### config.mk
export PLATFORM = sky130hd
export DESIGN_NAME = fpu_result_wb
export DESIGN_NICKNAME = d
export VERILOG_FILES = /design/src/rtl/fpu_wb_pkg.sv /design/src/rtl/fpu_fflags_acc.sv /design/src/rtl/fpu_result_wb.sv
export SDC_FILE = /design/constraint.sdc
export NUM_CORES = 1
export LEC_CHECK = 0
export CAP_MARGIN = 20
export CELL_PAD_IN_SITES_DETAIL_PLACEMENT = 1
export CELL_PAD_IN_SITES_GLOBAL_PLACEMENT = 1
export CORE_MARGIN = 2
export CORE_UTILIZATION = 37
export CTS_CLUSTER_SIZE = 30
export DETAILED_ROUTE_END_ITERATION = 8
export PLACE_DENSITY_LB_ADDON = 0.2
export SKIP_LAST_GASP = 1
export SYNTH_ARGS = -nofsm -noshare
export SYNTH_HDL_FRONTEND = slang
export SYNTH_HIERARCHICAL = 1
export SYNTH_SLANG_ARGS = --single-unit
### constraint.sdc
create_clock -name clk -period 5.76 [get_ports clk]
set_clock_uncertainty 0.1 [all_clocks]
set_input_delay 1.44 -clock clk [delete_from_list [all_inputs] [get_ports clk]]
set_output_delay 1.44 -clock clk [all_outputs]
set_load 0.05 [all_outputs]
### src/rtl/fpu_wb_pkg.sv
// Shared types for the FPU result writeback buffer.
// Entry fields are sized to the widest supported FLEN/XLEN.
package fpu_wb_pkg;

    localparam int FLEN_MAX = 64;
    localparam int XLEN_MAX = 64;

    localparam int FLG_NV = 4;
    localparam int FLG_DZ = 3;
    localparam int FLG_OF = 2;
    localparam int FLG_UF = 1;
    localparam int FLG_NX = 0;

    typedef enum logic [1:0] {
        EMPTY = 2'd0,
        ONE   = 2'd1,
        TWO   = 2'd2
    } wb_state_e;

    typedef struct packed {
        logic [FLEN_MAX-1:0] res;
        logic [XLEN_MAX-1:0] intres;
        logic [4:0]          flg;
        logic                toint;
        logic [4:0]          rd;
    } wb_entry_t;

endpackage

### src/rtl/fpu_fflags_acc.sv
// Sticky fflags accumulator: ORs retired flags in, software write wins.
// Only instantiated when FPU_FFLAGS_ACCUM_EN is defined.
module fpu_fflags_acc
    import fpu_wb_pkg::*;
(
    input  logic       clk,
    input  logic       reset,
    input  logic       pop,
    input  logic [4:0] pop_flg,
    input  logic       csr_we,
    input  logic [4:0] csr_wdata,
    output logic [4:0] fflags
);

    logic [4:0] fflags_q;
    logic [4:0] fflags_d;

    always_comb begin
        fflags_d = fflags_q;
        if (csr_we) begin
            fflags_d = csr_wdata;
        end else if (pop) begin
            fflags_d = fflags_q | pop_flg;
        end
    end

    always_ff @(posedge clk) begin
        if (reset) begin
            fflags_q <= '0;
        end else begin
            fflags_q <= fflags_d;
        end
    end

    assign fflags = fflags_q;

endmodule

### src/rtl/fpu_result_wb.sv
// Two-entry FPU result writeback FIFO with optional fflags accumulation.
// Define FPU_FFLAGS_ACCUM_EN to include the fflags accumulator.
module fpu_result_wb
    import fpu_wb_pkg::*;
#(
    parameter int FLEN = 64,
    parameter int XLEN = 64
) (
    input  logic            clk,
    input  logic            reset,
    input  logic            in_valid,
    output logic            in_ready,
    input  logic [FLEN-1:0] in_res,
    input  logic [XLEN-1:0] in_intres,
    input  logic [4:0]      in_flg,
    input  logic            in_toint,
    input  logic [4:0]      in_rd,
    input  logic            flush,
    output logic            out_valid,
    input  logic            out_ready,
    output logic [FLEN-1:0] out_res,
    output logic [XLEN-1:0] out_intres,
    output logic [4:0]      out_flg,
    output logic            out_toint,
    output logic [4:0]      out_rd,
    input  logic            csr_we,
    input  logic [4:0]      csr_wdata,
    output logic [4:0]      fflags
);

    wb_state_e state_q, state_d;
    logic      wr_ptr_q, wr_ptr_d;
    logic      rd_ptr_q, rd_ptr_d;
    wb_entry_t mem_q [2];
    wb_entry_t mem_d [2];
    wb_entry_t in_entry;
    wb_entry_t head;
    logic      push;
    logic      pop;

    assign push = in_valid & in_ready & ~flush;
    assign pop  = out_valid & out_ready;

    always_ff @(posedge clk) begin
        if (reset) begin
            state_q  <= EMPTY;
            wr_ptr_q <= 1'b0;
            rd_ptr_q <= 1'b0;
        end else begin
            state_q  <= state_d;
            wr_ptr_q <= wr_ptr_d;
            rd_ptr_q <= rd_ptr_d;
        end
    end

    always_comb begin
        state_d = state_q;
        unique case (state_q)
            EMPTY: if (push) state_d = ONE;
            ONE: begin
                if (push && !pop) begin
                    state_d = TWO;
                end else if (pop && !push) begin
                    state_d = EMPTY;
                end
            end
            TWO: if (pop) state_d = ONE;
            default: state_d = EMPTY;
        endcase
        if (flush) begin
            state_d = EMPTY;
        end
    end

    // Handshake outputs depend on state only, never on out_ready.
    always_comb begin
        in_ready  = 1'b1;
        out_valid = 1'b0;
        unique case (state_q)
            EMPTY: begin
                in_ready  = 1'b1;
                out_valid = 1'b0;
            end
            ONE: begin
                in_ready  = 1'b1;
                out_valid = 1'b1;
            end
            TWO: begin
                in_ready  = 1'b0;
                out_valid = 1'b1;
            end
            default: begin
                in_ready  = 1'b1;
                out_valid = 1'b0;
            end
        endcase
    end

    always_comb begin
        wr_ptr_d = wr_ptr_q ^ push;
        rd_ptr_d = rd_ptr_q ^ pop;
        if (flush) begin
            wr_ptr_d = 1'b0;
            rd_ptr_d = 1'b0;
        end
    end

    always_comb begin
        in_entry.res    = FLEN_MAX'(in_res);
        in_entry.intres = XLEN_MAX'(in_intres);
        in_entry.flg    = in_flg;
        in_entry.toint  = in_toint;
        in_entry.rd     = in_rd;
    end

    always_comb begin
        mem_d = mem_q;
        if (push) begin
            mem_d[wr_ptr_q] = in_entry;
        end
    end

    // Payload storage carries no reset; it is only observed behind out_valid.
    always_ff @(posedge clk) begin
        mem_q <= mem_d;
    end

    assign head       = mem_q[rd_ptr_q];
    assign out_res    = FLEN'(head.res);
    assign out_intres = XLEN'(head.intres);
    assign out_flg    = head.flg;
    assign out_toint  = head.toint;
    assign out_rd     = head.rd;

`ifdef FPU_FFLAGS_ACCUM_EN
    fpu_fflags_acc u_fflags_acc (
        .clk       (clk),
        .reset     (reset),
        .pop       (pop),
        .pop_flg   (head.flg),
        .csr_we    (csr_we),
        .csr_wdata (csr_wdata),
        .fflags    (fflags)
    );
`else
    logic unused_csr;
    assign unused_csr = ^{csr_we, csr_wdata};
    assign fflags     = '0;
`endif

endmodule

==> impl_metrics.env <==
export IMPL_cts_resized=0
export IMPL_synth_compound_area_share_pct=0.198
export IMPL_cts_hold_buf=0
export IMPL_rrSetupSlack_ps=2920
export IMPL_grt_pass1_vias=6036
export IMPL_max_cap_violations=0
export IMPL_routed_wl_mm=22.8
export IMPL_finalCritPeriodShare_pct=77.8
export IMPL_cp_end_kind="output port"
export IMPL_diodes=0
export IMPL_globalRouteOverflowTotal=0
export IMPL_rsz0062_at_grt="false"
export IMPL_cp_max_fo=60
export IMPL_first_iter_violations=306
export IMPL_synthSimpleGateAreaFrac_pct=0.476
export IMPL_synth_seq_cells=282
export IMPL_synth_fa_ha_area_share_pct=0.813
export IMPL_slew_headroom_pct=51.1
export IMPL_cp_data_arrival_time_ps=2940
export IMPL_cts_buffer_depth=3
export IMPL_hold_start="state_q[1]$_SDFFE_PP0P_"
export IMPL_max_vdd_ir_drop_v=0.000266
export IMPL_gp_congestion=0.752
export IMPL_layout_nets=931
export IMPL_cts_tree="yes"
export IMPL_ys_types=21
export IMPL_cts_max_level=1
export IMPL_die_w_um=175
export IMPL_timing_worst_setup_path_type="reg2out"
export IMPL_finalSetupViolations=0
export IMPL_worst_pin_slew_ps=734
export IMPL_route_detailed_drc=0
export IMPL_hold_viol=0
export IMPL_initial_core_util_pct=37.5
export IMPL_post_drt_wl_per_cell_um=19.3
export IMPL_p_total_mw=4.60
export IMPL_nFillCells=2639
export IMPL_synth_ff_type="edfxtp_1"
export IMPL_worstSkewPairLatency_ps=540
export IMPL_rr_startpoint="state_q[0]$_SDFFE_PP0P_"
export IMPL_cts_setup_buffers=0
export IMPL_register_area_um2=8430
export IMPL_outcome="complete, no violations"
export IMPL_placedCellCount=1126
export IMPL_powerDensity_nw_per_um2=307
export IMPL_synth_edf_count=278
export IMPL_yosys_warnings=6
export IMPL_synth_xor_area_share_pct=0.0813
export IMPL_synth_mux_area_share_pct=18.1
export IMPL_rows=62
export IMPL_syn_to_final_growth_pct=38.8
export IMPL_clk_pin_slew_ps=60
export IMPL_avgViaCountPerCell=4.56
export IMPL_root_buffer="clkbuf_16"
export IMPL_final_cells=1180
export IMPL_pin_count=296
export IMPL_syn_cell_area_um2=10800
export IMPL_drive_gt1_share_pct=24.2
export IMPL_synth_top_family_by_area="multiplexers"
export IMPL_hpwl_mm=15.2
export IMPL_final_core_util_pct=52.1
export IMPL_syn_avg_cell_area_um2=23.0
export IMPL_die_y_um=175
export IMPL_vias=5382
export IMPL_synth_cells=468
export IMPL_critPathLaunchType="flip-flop"
export IMPL_fin_crit_ps=4480
export IMPL_min_path_type="reg2reg"
export IMPL_p_leak_nw=5.13
export IMPL_core_um2=28700
export IMPL_numCtsBuffers=30
export IMPL_clkSinkCount=282
export IMPL_grt_usage_pct=14.8
export IMPL_slew_violations=0
export IMPL_startpoint="rd_ptr_q$_SDFF_PP0_"
export IMPL_worst_ep_required_time_ps=4220
export IMPL_dieArea_um2=30500
export IMPL_multi_input_area_um2=2160
export IMPL_whs_ps=440
export IMPL_seq_area_frac_synth_pct=78.3
export IMPL_firstDrtPassIters=4
export IMPL_fmax_mhz=223
export IMPL_detail_route_antenna_nets=0
export IMPL_grt_pass1_wl_mm=35.2
export IMPL_port_buffers=284
export IMPL_async_flop_share_pct=0
export IMPL_grt_max_degree=69
export IMPL_antenna_found_initial=0
export IMPL_setup_tns_ps=0
metal layers:
metal | track usage [%] | share of wire, %
met1 | 18.1 | 40
met4 | 3.85 | 1.8
met2 | 25.5 | 50
met3 | 4.74 | 8.8
met5 | 0 | 0
power by group:
group	leakage [nW]	switching (mW)	total (mW)	internal (mW)
Combinational	2.09	0.275	0.498	0.222
Sequential	2.59	0.0151	2.33	2.32
Clock	0.448	0.743	1.76	1.02
Total	5.13	1.03	4.60	3.56
worst max-delay path: stages (launching register included):
cell and delay (ps):
dfxtp_4 780, buf_12 460, mux2_4 240, clkdlybuf4s50_1 860
synthesized netlist by cell type (all sizes together), types with 2 or more instances:
cell type    n  area share [%]
nor3         2           0.093
mux2       139              18
edfxtp     278              78
buf         21             1.8
ha           7            0.81
dfxtp        4            0.74
nand2        3            0.10
inv          5            0.17
cell families after synthesis:
logic type	count (synthesis)
AO/OA/AOI/OAI	2
XOR/XNOR	1
adder cells (fa/ha/maj)	7
buffers and inverters	26
flip-flops	282
multiplexers	140
other	1
AND/OR/NAND/NOR	9
placed cells by master (no fill, tap or decap), drive strengths merged, types with 4 or more instances in the layout:
master / netlist / final
clkdlybuf4s50: 0 / 284
edfxtp: 278 / 278
mux2: 139 / 139
clkbuf: 0 / 38
clkinv: 0 / 14
ha: 7 / 7
buf: 21 / 7
inv: 5 / 5
conb: 1 / 5
dfxtp: 4 / 4
cell type report:
class / instances / area share (%)
clock buffer: 38 / 5.37
clock inverter: 16 / 0.703
inverter: 5 / 0.126
multi-input combinational: 164 / 14.5
sequential: 282 / 56.4
tap: 384 / 3.21
timing repair buffer: 291 / 19.7
path summary, 6_finish.rpt:
path	end	cells after the start
max	out_res[21]	3
min	state_q[1]$_SDFFE_PP0P_	2
max reg2reg	mem_q[131]$_DFFE_PP_	5
min reg2reg	state_q[1]$_SDFFE_PP0P_	2
sequential cells by signal, indices dropped and copies added, names as in the netlist:
| signal | count |
|---|---|
| rd_ptr_q | 1 |
| wr_ptr_q | 1 |
| state_q | 2 |
| mem_q | 278 |
through the flow:
| stage | setup slack (ps) | instance area [um^2] |
|---|---|---|
| 3_3_place_gp | 1770 | 14000 |
| 5_1_grt | 1120 | 14900 |
| 6_report | 1280 | 14900 |
| 4_1_cts | 1190 | 14900 |
| 3_5_place_dp | 1660 | 14000 |
| 2_1_floorplan | 152 | 10800 |
No activity file was read; power rests on OpenSTA's default activity.
